File: config.mk
export PLATFORM = sky130hd
export DESIGN_NAME = ascon_ctrl
export DESIGN_NICKNAME = d
export VERILOG_FILES = /design/src/rtl/ascon_ctrl_pkg.sv /design/src/rtl/ascon_ctrl_round_counter.sv /design/src/rtl/ascon_ctrl.sv
export SDC_FILE = /design/constraint.sdc
export NUM_CORES = 1
export LEC_CHECK = 0
export ABC_AREA = 1
export CAP_MARGIN = 20
export CORE_ASPECT_RATIO = 1.2
export CORE_MARGIN = 4
export CORE_UTILIZATION = 42
export DETAILED_ROUTE_END_ITERATION = 10
export GPL_ROUTABILITY_DRIVEN = 0
export MAX_ROUTING_LAYER = met4
export PLACE_DENSITY = 0.84
export SLEW_MARGIN = 5
export SYNTH_ARGS = -nofsm -noshare
export SYNTH_HDL_FRONTEND = slang
export SYNTH_SLANG_ARGS = --single-unit
File: constraint.sdc
create_clock -name clock_i -period 1.4 [get_ports clock_i]
set_clock_uncertainty 0.05 [all_clocks]
set_input_delay 0.42 -clock clock_i [delete_from_list [all_inputs] [get_ports clock_i]]
set_output_delay 0.42 -clock clock_i [all_outputs]
set_load 0.02 [all_outputs]
File: src/rtl/ascon_ctrl_pkg.sv
// ascon_pack: shared types and constants for the Ascon AEAD controller.
// State enum, post-permutation XOR selects and the last round index.
package ascon_pack;

  typedef enum logic [3:0] {
    IDLE,
    LOAD,
    INIT,
    AD_WAIT,
    AD_PERM,
    PT_WAIT,
    PT_PERM,
    FINAL,
    DONE
  } state_e;

  localparam logic [1:0] XOR_NONE = 2'd0;
  localparam logic [1:0] XOR_DS   = 2'd1;
  localparam logic [1:0] XOR_KEY  = 2'd2;

  localparam logic [3:0] ROUND_MAX = 4'd11;

  // First round-constant index of a p^n permutation
  function automatic logic [3:0] round_start(input int unsigned n);
    return 4'(12 - n);
  endfunction

endpackage

File: src/rtl/ascon_ctrl_round_counter.sv
// round_counter: round-constant index for the Ascon permutation.
// Loadable start value, saturating increment, flag at ROUND_MAX.
module round_counter
  import ascon_pack::*;
(
  input  logic       clk_i,
  input  logic       rst_i,
  input  logic       clr_i,
  input  logic       load_i,
  input  logic [3:0] load_val_i,
  input  logic       inc_i,
  output logic [3:0] cnt_o,
  output logic       last_o
);

  logic [3:0] cnt_q;
  logic [3:0] cnt_d;

  assign cnt_o  = cnt_q;
  assign last_o = (cnt_q == ROUND_MAX);

  // Next count: clear beats load beats increment; holds at ROUND_MAX
  always_comb begin
    cnt_d = cnt_q;
    if (clr_i) begin
      cnt_d = '0;
    end else if (load_i) begin
      cnt_d = load_val_i;
    end else if (inc_i && !last_o) begin
      cnt_d = cnt_q + 4'd1;
    end
  end

  // Counter register
  always_ff @(posedge clk_i) begin
    if (rst_i) begin
      cnt_q <= '0;
    end else begin
      cnt_q <= cnt_d;
    end
  end

endmodule

File: src/rtl/ascon_ctrl.sv
// ascon_ctrl: control FSM for an Ascon-128 encryption datapath.
// Optional abort input enabled by defining ASCON_CTRL_ABORT_EN.
module ascon_ctrl
  import ascon_pack::*;
#(
  parameter int unsigned ROUNDS_A = 12,
  parameter int unsigned ROUNDS_B = 6
) (
  input  logic       clock_i,
  input  logic       reset_i,
  input  logic       start_i,
  input  logic       data_valid_i,
  input  logic       last_block_i,
`ifdef ASCON_CTRL_ABORT_EN
  input  logic       abort_i,
`endif
  output logic       data_ready_o,
  output logic       init_sel_o,
  output logic       en_reg_o,
  output logic [3:0] round_o,
  output logic       xor_data_en_o,
  output logic       xor_key_en_o,
  output logic [1:0] xor_down_sel_o,
  output logic       cipher_valid_o,
  output logic       tag_valid_o,
  output logic       busy_o
);

  localparam logic [3:0] START_A = round_start(ROUNDS_A);
  localparam logic [3:0] START_B = round_start(ROUNDS_B);

  state_e     state_q;
  state_e     state_d;
  logic       last_q;
  logic       cv_q;

  logic       abort;
  logic       in_round;
  logic       wait_st;
  logic       accept;

  logic       cnt_clr;
  logic       cnt_load;
  logic [3:0] cnt_val;
  logic       cnt_inc;
  logic [3:0] cnt;
  logic       cnt_last;

`ifdef ASCON_CTRL_ABORT_EN
  assign abort = abort_i && (state_q != IDLE);
`else
  assign abort = 1'b0;
`endif

  assign in_round = (state_q == INIT)    ||
                    (state_q == AD_PERM) ||
                    (state_q == PT_PERM) ||
                    (state_q == FINAL);

  assign wait_st = (state_q == AD_WAIT) ||
                   (state_q == PT_WAIT);

  assign accept = wait_st && !abort && data_valid_i;

  round_counter u_round_counter (
    .clk_i      (clock_i),
    .rst_i      (reset_i),
    .clr_i      (cnt_clr),
    .load_i     (cnt_load),
    .load_val_i (cnt_val),
    .inc_i      (cnt_inc),
    .cnt_o      (cnt),
    .last_o     (cnt_last)
  );

  // State register
  always_ff @(posedge clock_i) begin
    if (reset_i) begin
      state_q <= IDLE;
    end else begin
      state_q <= state_d;
    end
  end

  // Next-state logic; abort overrides every other transition
  always_comb begin
    state_d = state_q;
    if (abort) begin
      state_d = IDLE;
    end else begin
      unique case (state_q)
        IDLE: begin
          if (start_i) state_d = LOAD;
        end
        LOAD: begin
          state_d = INIT;
        end
        INIT: begin
          if (cnt_last) state_d = AD_WAIT;
        end
        AD_WAIT: begin
          if (accept) state_d = AD_PERM;
        end
        AD_PERM: begin
          if (cnt_last) begin
            state_d = last_q ? PT_WAIT : AD_WAIT;
          end
        end
        PT_WAIT: begin
          if (accept) begin
            state_d = last_block_i ? FINAL : PT_PERM;
          end
        end
        PT_PERM: begin
          if (cnt_last) state_d = PT_WAIT;
        end
        FINAL: begin
          if (cnt_last) state_d = DONE;
        end
        DONE: begin
          state_d = IDLE;
        end
        default: begin
          state_d = IDLE;
        end
      endcase
    end
  end

  // Datapath controls and round counter steering
  always_comb begin
    data_ready_o   = wait_st && !abort;
    init_sel_o     = (state_q == LOAD);
    en_reg_o       = (state_q == LOAD) || in_round || accept;
    round_o        = in_round ? cnt : 4'd0;
    xor_data_en_o  = accept;
    xor_key_en_o   = accept && (state_q == PT_WAIT) && last_block_i;
    xor_down_sel_o = XOR_NONE;
    cipher_valid_o = cv_q;
    tag_valid_o    = (state_q == DONE);
    busy_o         = (state_q != IDLE);
    cnt_clr        = abort;
    cnt_load       = 1'b0;
    cnt_val        = START_B;
    cnt_inc        = in_round;

    if (cnt_last) begin
      if ((state_q == INIT) || (state_q == FINAL)) begin
        xor_down_sel_o = XOR_KEY;
      end else if ((state_q == AD_PERM) && last_q) begin
        xor_down_sel_o = XOR_DS;
      end
    end

    if (state_q == LOAD) begin
      cnt_load = 1'b1;
      cnt_val  = START_A;
    end else if (accept) begin
      cnt_load = 1'b1;
      if ((state_q == PT_WAIT) && last_block_i) begin
        cnt_val = START_A;
      end
    end
  end

  // Last-block flag captured on every accepted block
  always_ff @(posedge clock_i) begin
    if (reset_i || abort) begin
      last_q <= 1'b0;
    end else if (accept) begin
      last_q <= last_block_i;
    end else if (state_q == DONE) begin
      last_q <= 1'b0;
    end
  end

  // Ciphertext valid one cycle after each plaintext accept
  always_ff @(posedge clock_i) begin
    if (reset_i) begin
      cv_q <= 1'b0;
    end else begin
      cv_q <= accept && (state_q == PT_WAIT);
    end
  end

endmodule

==> results of run 1 <==
synth_stat cells (all sizes together):
master	instances
nand2	34
nor2	28
inv	19
nand3	11
dfxtp	10
a21oi	3
nand4	3
o21ai	3
clkinv	2
a211oi	1
and3	1
ha	1
nand3b	1
nor3	1
xor2	1
cell families after synthesis:
kind of cell / after synthesis
XOR/XNOR: 1
AO/OA/AOI/OAI: 7
buffers and inverters: 21
adder cells (fa/ha/maj): 1
AND/OR/NAND/NOR: 79
flip-flops: 10
metrics by stage:
stage | hold WS (ns) | setup slack [ns]
CTS | 0.578 | -0.417
detailed placement | 0.534 | -0.811
global placement | 0.525 | -0.777
floorplan | 0.427 | -0.0916
repair_timing:
action | in CTS
cloned | 0
setup buffers | 6
pin swaps | 9
setup endpoints to repair | 22
hold buffers | 0
resized for setup | 108
==> flow_summary.toml, run 1 <==
[synth]
post_synth_mux_area_share = 0
synth_adder_area_share = 0.0176
synth-seq-cells = 10
synth_simple_gate_area_frac = 0.517
xor_xnor_portion_of_the_synthesized_cell_area = 0.0123
synth_top_area_cell = "dfxtp_1"
synth_largest_type_area_fraction = 0.281
synth.distinct_cells = 20
synth-warning-count = 0
syn-cell-area_um2 = 712
synth_top_cells_by_area = "dfxtp_1 28%, nand2_1 14%, nor2_1 13%, inv_1 9.5%, nand3_1 7.7%"
compound_gate_fraction_of_synth_area = 0.0527
dominant_combinational_cell_family_by_area_after_synthesis = "simple AND/OR/NAND/NOR gates"
mappedNetlistNets = 125
synth_area_per_cell_um2 = 5.98
synth-seq-area-share = 0.281
syn_inst = 119

[timing]
endpoint_type = "output port"
worstEndpointGrtRepair = "round_o[0]"

[floorplanning]
top_level_ports = 19
die_height_um = 53.1
start_util = 0.439
rows = 16
die_x_um = 45.6

[cts]
clock_tree_root_driver_cell = "clkbuf_4"
clock_sinks = 10
cts-root-to-sink-buffers = 2
cts_htree_levels = 1
cts_inserted_buffers = 3

[placed_design]
hpwlAfterDp_um = 1980
placed_cells = 183
postPlaceCellArea_mm2 = 0.00122
io_buffer_count = 18

[grt]
grt_max_degree = 8
initial_antenna_violation_count = 0

[status]
outcome = "aborted with a tool error"
error = "[ERROR DPL-0033] detailed placement checks failed during check placement."
last_stage_reached = "global routing (5_1_grt)"
==> run 2, diff against run 1 <==
- CORE_AREA: default -> 4 4 65 67
- CORE_ASPECT_RATIO: 1.2 -> default
- CORE_MARGIN: 4 -> default
- CORE_UTILIZATION: 42 -> default
- DIE_AREA: default -> 0 0 69 71
- MAX_ROUTING_LAYER: met4 -> default
- PLACE_DENSITY: 0.84 -> default
- PLACE_DENSITY_LB_ADDON: default -> 0.15
- clock period: 1.4 -> 1.8 ns (I/O delays scaled with it)
==> run 2 against run 1 <==
Effect of this change:
- the flow now finishes, with violations (negative setup slack)
- synthesized cell count stayed put
- area after synthesis stayed put
==> flow_summary.toml, run 2 <==
[grt]
initial_antenna_violation_count = 0
globalRoute.totalOverflow = 0
grt_usage = 0.104
vias_in_the_first_global_route = 918
grt_max_degree = 8
first_pass_grt_wire_length_um = 4130

[placed_design]
dpl_worst_slack_ns = -0.666
placed_cells = 212
hpwlAfterDp_um = 1870
io_buffer_count = 18

[synth]
syn_inst = 119
synth_area_per_cell_um2 = 5.98
yosys-top-cells-count = "27 x nand2_1, 24 x nor2_1, 18 x inv_1"
syn-cell-area_um2 = 712
synth_top_cells_by_area = "dfxtp_1 28%, nand2_1 14%, nor2_1 13%, inv_1 9.5%, nand3_1 7.7%"
synth_largest_type_area_fraction = 0.281
mappedNetlistNets = 125
synth-warning-count = 0
synth-seq-area-share = 0.281
synth.distinct_cells = 20
synth_enable_flop_cells = 0
async_flop_share = 0
synth-seq-cells = 10
synth_ff_type = "dfxtp_1"
synth_top_area_cell = "dfxtp_1"
synthMostInstantiatedCell = "nand2_1"

[timing]
setup_ws_ns = -0.0636
final.setup.tns_ns = -0.376
fin_hold_ws_ns = 0.491
final_critical_period_ns = 1.86
rsz0062_at_grt = "true"
final.period_utilization = 1.04
worst-slew-pin-transition_ns = 0.243
number_of_setup_violations_in_the_final_report = 11
timing_hold_violations_final = 0
maxClockFrequency_mhz = 537
timing.max_slew.rel_slack = 0.838
final_max_slew_viol_count = 0

[layout]
flow.area_growth_from_synthesis_pct = 89.3
drive_gt1_frac = 0.480
layout.core_utilization = 0.371
final_instance_count_excl_fillers = 221
final_common_cell = "buf_4"
num_antenna_cells = 0
number_of_nets_in_the_layout = 181
mostFrequentLayoutCells = "33 x buf_4, 26 x nand2_1, 17 x nor2_1"

[floorplanning]
rows = 22
core-area_mm2 = 0.00363
top_level_ports = 19
die_x_um = 69
fp.dieArea_mm2 = 0.00490
start_util = 0.196
die_height_um = 71

[detailed_routing]
detail_route.first_pass.iterations = 4
drtIter0Drc = 20
drt-wirelength-per-cell_um = 10.6
num_vias = 889
totalWireLength_um = 2340
remaining_drc_errors = 0
drt.antenna.violating_nets = 0
viasPerCell = 4.02

[job]
drv.max_cap_violation_count = 0

[power_and_ir_drop]
power.switching_fraction = 0.446
power.sequential.fraction = 0.196
power-per-cell-area_mw_per_mm2 = 1430
power.clock.fraction = 0.123
p_leak_uw = 0.000677
total_switching_power_uw = 858
vdd.ir_drop.worst_mv = 0.331
cellInternalPower_uw = 1070
power.share.combinational = 0.680

[cts]
cts-root-to-sink-buffers = 2
clock_sinks = 10
cts_inserted_buffers = 3
cts_tree = "yes"
clock_insertion_delay_worst_skew_ns = 0.23
cts_htree_levels = 1
clock_tree_root_driver_cell = "clkbuf_8"
clk_pin_slew_ns = 0.05

[min_path]
type_of_the_most_critical_hold_path = "flip-flop to flip-flop"

[setup_path]
start_kind = "flip-flop"
crit_path_max_fanout = 5
worstPathArrival_ns = 1.27
crit_required_ns = 1.21
timing_worst_setup_path_type = "flip-flop to output pin"
worstSetupEndpointType = "output pin"

[status]
failed_checks = "negative setup slack"
outcome = "finished, violations left"
run 2: cell counts after synthesis:
No cell type changed its count.
run 2: worst max-delay path, stage by stage, from the launching register on:
cell	delay [ns]
dfxtp_4	0.39
buf_4	0.12
nand2_1	0.05
nand2_1	0.08
nand2_2	0.07
inv_4	0.11
nand3_2	0.09
buf_6	0.13
run 2: cell type report:
type	count	area [um^2]
timing repair buffer	51	435
tap	48	60.1
clock buffer	3	41.3
fill	406	2290
inverter	21	93.8
sequential	10	214
multi-input combinational	88	503
run 2: through the flow:
stage	power, uW	cell area (um^2)
final	1920	1350
after global routing	2100	1350
after CTS	1890	1320
after detailed placement	1460	1150
after global placement	1450	1150
after floorplan	950	712
run 2: logic make-up (layout without fill, tap and decap cells):
| logic type | after synthesis | in the layout | share of synthesized area |
|---|---|---|---|
| DFF | 10 | 10 | 0.281 |
| and+or+nand+nor | 79 | 79 | 0.517 |
| AOI/OAI and AO/OA | 7 | 7 | 0.0527 |
| buffers and inverters | 21 | 75 | 0.119 |
| adders and majority gates | 1 | 1 | 0.0176 |
| xor gates and xnor gates | 1 | 1 | 0.0123 |
run 2: power groups by stage:
stage	Combinational [uW]	Clock (uW)	Sequential (uW)
detailed placement	1120	0	338
floorplan	613	0	337
global placement	1120	0	337
global route	1450	259	386
finish	1310	237	378
CTS	1260	244	376
run 2: worst paths after layout:
| path | from | to | slack, ns | cells after the start |
|---|---|---|---|---|
| max | state_q[0] | en_reg_o | -0.06 | 7 |
| min | state_q[2] | state_q[2] | 0.49 | 2 |
| max reg2reg | state_q[0] | state_q[1] | 0.13 | 13 |
| min reg2reg | state_q[2] | state_q[2] | 0.49 | 2 |
run 2: per-layer routing:
metal	share of wire	wire (um)	vias to the layer above	GRT usage
met3	0.027	62	2	0.0199
li1	-	-	477	-
met1	0.49	1140	396	0.128
met4	0.015	36	0	0.0456
met5	0	0	-	0
met2	0.47	1100	14	0.177
run 2: timing repair:
item | CTS | global route
resized for setup | 98 | 6
setup endpoints to repair | 13 | 13
buffers inserted | 5 | 1
hold buffers | 0 | 0
pin swaps | 9 | 0
No activity file was read; power rests on OpenSTA's default activity.
